==> config.mk <==
export PLATFORM = sky130hd
export DESIGN_NAME = alarm_controller_fsm
export DESIGN_NICKNAME = d
export VERILOG_FILES = /design/src/rtl/alarm_pkg.sv /design/src/rtl/alarm_timeout_counter.sv /design/src/rtl/alarm_controller_fsm.sv
export SDC_FILE = /design/constraint.sdc
export NUM_CORES = 1
export LEC_CHECK = 0
export CORE_AREA = 2 2 39 41
export CTS_BUF_LIST = sky130_fd_sc_hd__clkbuf_16
export DETAILED_ROUTE_END_ITERATION = 8
export DIE_AREA = 0 0 41 43
export HOLD_SLACK_MARGIN = 0.05
export PLACE_DENSITY = 0.71
export REMOVE_ABC_BUFFERS = 1
export SLEW_MARGIN = 20
export SYNTH_ARGS = -nofsm -noshare
export SYNTH_HDL_FRONTEND = slang
export SYNTH_HIERARCHICAL = 1
export SYNTH_SLANG_ARGS = --single-unit
==> constraint.sdc <==
create_clock -name clock -period 1.4 [get_ports clock]
set_input_delay 0.21 -clock clock [delete_from_list [all_inputs] [get_ports clock]]
set_output_delay 0.21 -clock clock [all_outputs]
set_load 0.02 [all_outputs]
==> src/rtl/alarm_pkg.sv <==
// Shared definitions for the alarm clock mode sequencer: state encoding,
// keypad constants and the default entry timeout.
package alarm_pkg;

  // Seconds without a key press before an entry is abandoned.
  localparam int unsigned TIMEOUT_S_DEFAULT = 10;

  // Keypad code reported when nothing is pressed. Codes above it are also
  // treated as "no key".
  localparam logic [3:0] NOKEY = 4'hA;

  typedef enum logic [2:0] {
    SHOW_TIME        = 3'd0,
    SHOW_ALARM       = 3'd1,
    KEY_STORED       = 3'd2,
    KEY_WAITED       = 3'd3,
    KEY_ENTRY        = 3'd4,
    SET_ALARM_TIME   = 3'd5,
    SET_CURRENT_TIME = 3'd6
  } state_e;

  // Keypad codes 0-9 are digits; every code from NOKEY upward is not.
  function automatic logic is_digit(input logic [3:0] key);
    return (key < NOKEY);
  endfunction

endpackage

==> src/rtl/alarm_timeout_counter.sv <==
// Counts one-second ticks while the keypad entry is idle. Clearing wins
// over counting, and the count sticks at the limit until cleared.
module alarm_timeout_counter
  import alarm_pkg::*;
#(
  parameter int unsigned TIMEOUT_S = TIMEOUT_S_DEFAULT,
  parameter int unsigned CNT_W     = $clog2(TIMEOUT_S + 1)
) (
  input  logic clock,
  input  logic reset,
  input  logic clear_i,
  input  logic tick_i,
  output logic timeout_o
);

  localparam logic [CNT_W-1:0] LIMIT = CNT_W'(TIMEOUT_S);

  logic [CNT_W-1:0] count_q;
  logic [CNT_W-1:0] count_d;

  // Next count: clear, advance on a tick, or hold once saturated.
  always_comb begin
    count_d = count_q;
    if (clear_i) begin
      count_d = '0;
    end else if (tick_i && (count_q != LIMIT)) begin
      count_d = count_q + 1'b1;
    end
  end

  // Count register with synchronous reset.
  always_ff @(posedge clock) begin
    if (reset) begin
      count_q <= '0;
    end else begin
      count_q <= count_d;
    end
  end

  assign timeout_o = (count_q == LIMIT);

endmodule

==> src/rtl/alarm_controller_fsm.sv <==
// Mode sequencer for the alarm clock. It takes keypad codes, the alarm and
// time buttons and the 1 Hz tick. It drives the LCD source selects, the
// key-register shift and the alarm/current-time load strobes. All outputs
// are decoded from the registered state alone.
module alarm_controller_fsm
  import alarm_pkg::*;
#(
  parameter int unsigned TIMEOUT_S = TIMEOUT_S_DEFAULT,
  parameter int unsigned CNT_W     = $clog2(TIMEOUT_S + 1)
) (
  input  logic       clock,
  input  logic       reset,
  input  logic       one_second_i,
  input  logic [3:0] key_i,
  input  logic       alarm_button_i,
  input  logic       time_button_i,
  output logic       shift_o,
  output logic       show_a_o,
  output logic       show_new_time_o,
  output logic       load_new_a_o,
  output logic       load_new_c_o
);

  state_e state_q;
  state_e state_d;
  logic   digit;
  logic   timeout_clear;
  logic   timeout_hit;

  assign digit = is_digit(key_i);

  // The timeout only runs while waiting on the user. Passing through
  // KEY_STORED clears it, so every accepted digit restarts the timeout.
  assign timeout_clear = !((state_q == KEY_WAITED) || (state_q == KEY_ENTRY));

  alarm_timeout_counter #(
    .TIMEOUT_S (TIMEOUT_S),
    .CNT_W     (CNT_W)
  ) u_timeout (
    .clock     (clock),
    .reset     (reset),
    .clear_i   (timeout_clear),
    .tick_i    (one_second_i),
    .timeout_o (timeout_hit)
  );

  // State register. Reset drops any entry in progress without a load.
  always_ff @(posedge clock) begin
    if (reset) begin
      state_q <= SHOW_TIME;
    end else begin
      state_q <= state_d;
    end
  end

  // Next-state selection and Moore output decode. Inside each state the
  // events are tested in priority order: alarm, time, digit, timeout.
  always_comb begin
    state_d         = state_q;
    shift_o         = 1'b0;
    show_a_o        = 1'b0;
    show_new_time_o = 1'b0;
    load_new_a_o    = 1'b0;
    load_new_c_o    = 1'b0;
    case (state_q)
      SHOW_TIME: begin
        if (alarm_button_i) begin
          state_d = SHOW_ALARM;
        end else if (digit) begin
          state_d = KEY_STORED;
        end
      end
      SHOW_ALARM: begin
        show_a_o = 1'b1;
        if (!alarm_button_i) begin
          state_d = SHOW_TIME;
        end
      end
      KEY_STORED: begin
        shift_o         = 1'b1;
        show_new_time_o = 1'b1;
        state_d         = KEY_WAITED;
      end
      KEY_WAITED: begin
        show_new_time_o = 1'b1;
        if (!digit) begin
          state_d = KEY_ENTRY;
        end else if (timeout_hit) begin
          state_d = SHOW_TIME;
        end
      end
      KEY_ENTRY: begin
        show_new_time_o = 1'b1;
        if (alarm_button_i) begin
          state_d = SET_ALARM_TIME;
        end else if (time_button_i) begin
          state_d = SET_CURRENT_TIME;
        end else if (digit) begin
          state_d = KEY_STORED;
        end else if (timeout_hit) begin
          state_d = SHOW_TIME;
        end
      end
      SET_ALARM_TIME: begin
        load_new_a_o = 1'b1;
        state_d      = SHOW_TIME;
      end
      SET_CURRENT_TIME: begin
        load_new_c_o = 1'b1;
        state_d      = SHOW_TIME;
      end
      default: begin
        state_d = SHOW_TIME;
      end
    endcase
  end

endmodule

==> summary.md <==
| Metric | Value |
|---|---|
| Sw Ratio | `0.213` |
| Unrepaired setup endpoints after global routing | `true` |
| Critical Path Start Type | `register` |
| Worst Skew | `0.00180 ns` |
| Post-route antenna net violation count | `0` |
| Slew headroom | `0.782` |
| Hold WC Path Type | `reg2reg` |
| Clock power share | `0.576` |
| DRT Pass-1 Iters | `4` |
| HPWL Detailed | `830 µm` |
| Slowest CP cell | `or3b_4` |
| Wire per inst | `11.4 µm` |
| Final setup viols | `1` |
| Comb pwr share | `0.165` |
| CP Class | `reg2reg` |
| Largest stage delay, worst path | `0.41 ns` |
| Hold buffers post-CTS | `0` |
| Internal power | `0.647 mW` |
| Worst path top cell family by delay | `compound AO/OA/AOI/OAI gates` |
| Psw | `0.175 mW` |
| Seq pwr share | `0.258` |
| # DRC | `0` |
| Busiest metal layer after global routing | `met2` |
| CTS clk-pin slew, worst paths | `0.04 ns` |
| Setup TNS | `-0.00130 ns` |
| Max Slew Vio Count | `0` |
| Leakage | `0.381 nW` |
| H-Tree Depth | `1` |
| Pre-CTS WS | `-0.181 ns` |
| Fin util | `0.568` |
| Synth warn | `6` |
| Seq cells post-synth | `7` |
| Tot GR Track Use | `0.149` |
| Sink Count | `7` |
| Core Box Area | `1380 µm²` |
| Crit-path max FO | `4` |
| Main synth FF type | `dfxtp_1` |
| Tcrit/Tclk final | `1.00` |
| Worst path cell trace | `or3b_4, buf_6, a21boi_4, a2111oi_4` |
| Num CTS Buffers | `3` |
| Root buffer cell | `clkbuf_16` |
| Initial antenna violation count | `0` |
| Placed instance area | `669 µm²` |
| Via density | `5.22` |
| Asr flop ratio synth | `0` |
| Yosys cell types | `34` |
| Routed WL | `1.09 mm` |
| CTS tree | `built` |
| Fin cells | `96` |
| DIE AREA | `1760 µm²` |
| Worst-Margin Slew | `0.325 ns` |
| Post-synth EDFFs | `0` |
| Initial Util | `0.340` |
| Max Cap Viol | `0` |
| CP required | `1.53 ns` |
| Fin worst setup slack | `-0.00130 ns` |
| Worst VDD drop | `625 µV` |
| Post-synthesis sequential area ratio | `0.298` |
| Fin area | `786 µm²` |
| First-pass GRT wire length | `1.76 mm` |
| Layout net count | `92` |
| Mapped Area | `470 µm²` |
| GR Util met1 | `0.174` |
| Grt total ovfl | `0` |
| Filler cells | `126` |
| PwrDens | `1050 nW/µm²` |
| Layout cells sized above 1 | `0.375` |
| Clock Tree Buf Depth | `2` |
| Met3 GRT Util | `0.0471` |
| Final count of hold timing violations | `0` |
| FF+latch area | `143 µm²` |
| Placer Congestion | `0.726` |
| N_diodes | `0` |
| Hold Slack | `0.494 ns` |
| Via count | `501` |
| Outcome | `finished, violations left` |
| Crit path capture type | `register` |
| Syn Inst Count | `56` |
| Mean post-synth cell area | `8.40 µm²` |
| Area of the multi-input gates | `350 µm²` |
| 1st-iter DRT viols | `5` |
| Vias in the first global route | `453` |
| Top-Level Pins | `14` |
| Largest net degree at the start of global routing | `10` |
| Port bufs | `12` |
| Synthesis-to-layout area growth | `67.0%` |
| Die W | `41 µm` |
| WP buf/inv | `1` |
| Final min period | `1.40 ns` |
| Critical path arrival | `1.53 ns` |
| Violated checks | `negative setup slack` |
| Die height | `43 µm` |
| Final total power | `0.822 mW` |
| Met2 Use GR | `0.228` |
| DP Cell Count | `91` |
| Clk_lat worst skew | `0.23 ns` |
| FMAX | `0.714 GHz` |
| Rows | `14` |
repair_timing:
action / in CTS / in global routing
pin swaps: 2 / 2
setup buffers: 1 / 0
resized for setup: 26 / 8
endpoints found under the setup margin: 8 / 9
worst reg2reg max path, stage by stage, from the launching register on:
cell and delay, ns:
dfxtp_2 0.32, or3b_4 0.41, buf_6 0.13, a21boi_4 0.14
a2111oi_4 0.30
synth_stat cells (2+ instances only):
cell type	instances	area [µm²]
o21ai_0	2	10.0
inv_1	2	7.51
and2_1	2	12.5
and2b_1	2	15.0
and3_1	2	12.5
nor3_1	2	10.0
a211oi_1	2	15.0
a21oi_1	2	10.0
ha_1	2	25.0
nand2_1	4	15.0
dfxtp_1	7	140
nor2_1	5	18.8
layout by cell type, fill, tap and decap left out, drive strengths merged, types with 2 or more instances in the layout:
master	synthesis	routed
o21ai	2	2
and3	2	2
a211oi	3	3
and2b	2	2
nand3b	2	2
nor2	5	5
buf	1	15
and2	2	2
clkbuf	1	3
clkdlybuf4s50	0	7
nand2	4	4
a21oi	2	2
inv	3	4
o2bb2ai	2	2
dfxtp	7	7
nor3	2	2
ha	2	2
layout make-up:
type / instances / area share
inverter: 3 / 0.0175
tap: 16 / 0.0255
timing repair buffer: 22 / 0.229
multi-input combinational: 44 / 0.446
sequential: 7 / 0.182
clock buffer: 3 / 0.0955
clock inverter: 1 / 0.00478
kinds of logic (layout without fill, tap and decap cells):
group | count (synthesis) | in the layout | synth area share
xor+xnor | 1 | 1 | 0.0186
simple gates | 26 | 26 | 0.343
compound gates | 15 | 15 | 0.245
flops | 7 | 7 | 0.298
buf+inv | 5 | 29 | 0.0425
fa+ha+maj | 2 | 2 | 0.0532
sequential cells by signal, summed over array words and instances, names as in the netlist:
name	flops
state_q	3
u_timeout/count_q	4
metal layers:
layer,vias up,part of all wire
met5,-,0
met3,2,0.059
met1,229,0.42
li1,253,-
met2,17,0.50
met4,0,0.016
power groups by stage:
| stage | clock network, mW | logic, mW | registers, mW |
|---|---|---|---|
| after global routing | 0.494 | 0.148 | 0.213 |
| after detailed placement | 0 | 0.124 | 0.214 |
| final | 0.474 | 0.136 | 0.213 |
| after CTS | 0.482 | 0.131 | 0.212 |
| after global placement | 0 | 0.124 | 0.214 |
| after floorplan | 0 | 0.0512 | 0.220 |
final timing paths:
| path | from | to | slack [ns] | depth (start not counted) |
|---|---|---|---|---|
| hold / removal | u_timeout/count_q[2] | u_timeout/count_q[2] | 0.49 | 2 |
| setup / recovery | state_q[0] | u_timeout/count_q[1] | -0.001 | 4 |
| setup reg to reg | state_q[0] | u_timeout/count_q[1] | -0.001 | 4 |
| hold reg to reg | u_timeout/count_q[2] | u_timeout/count_q[2] | 0.49 | 2 |
Power figures use the tool's default switching activity.
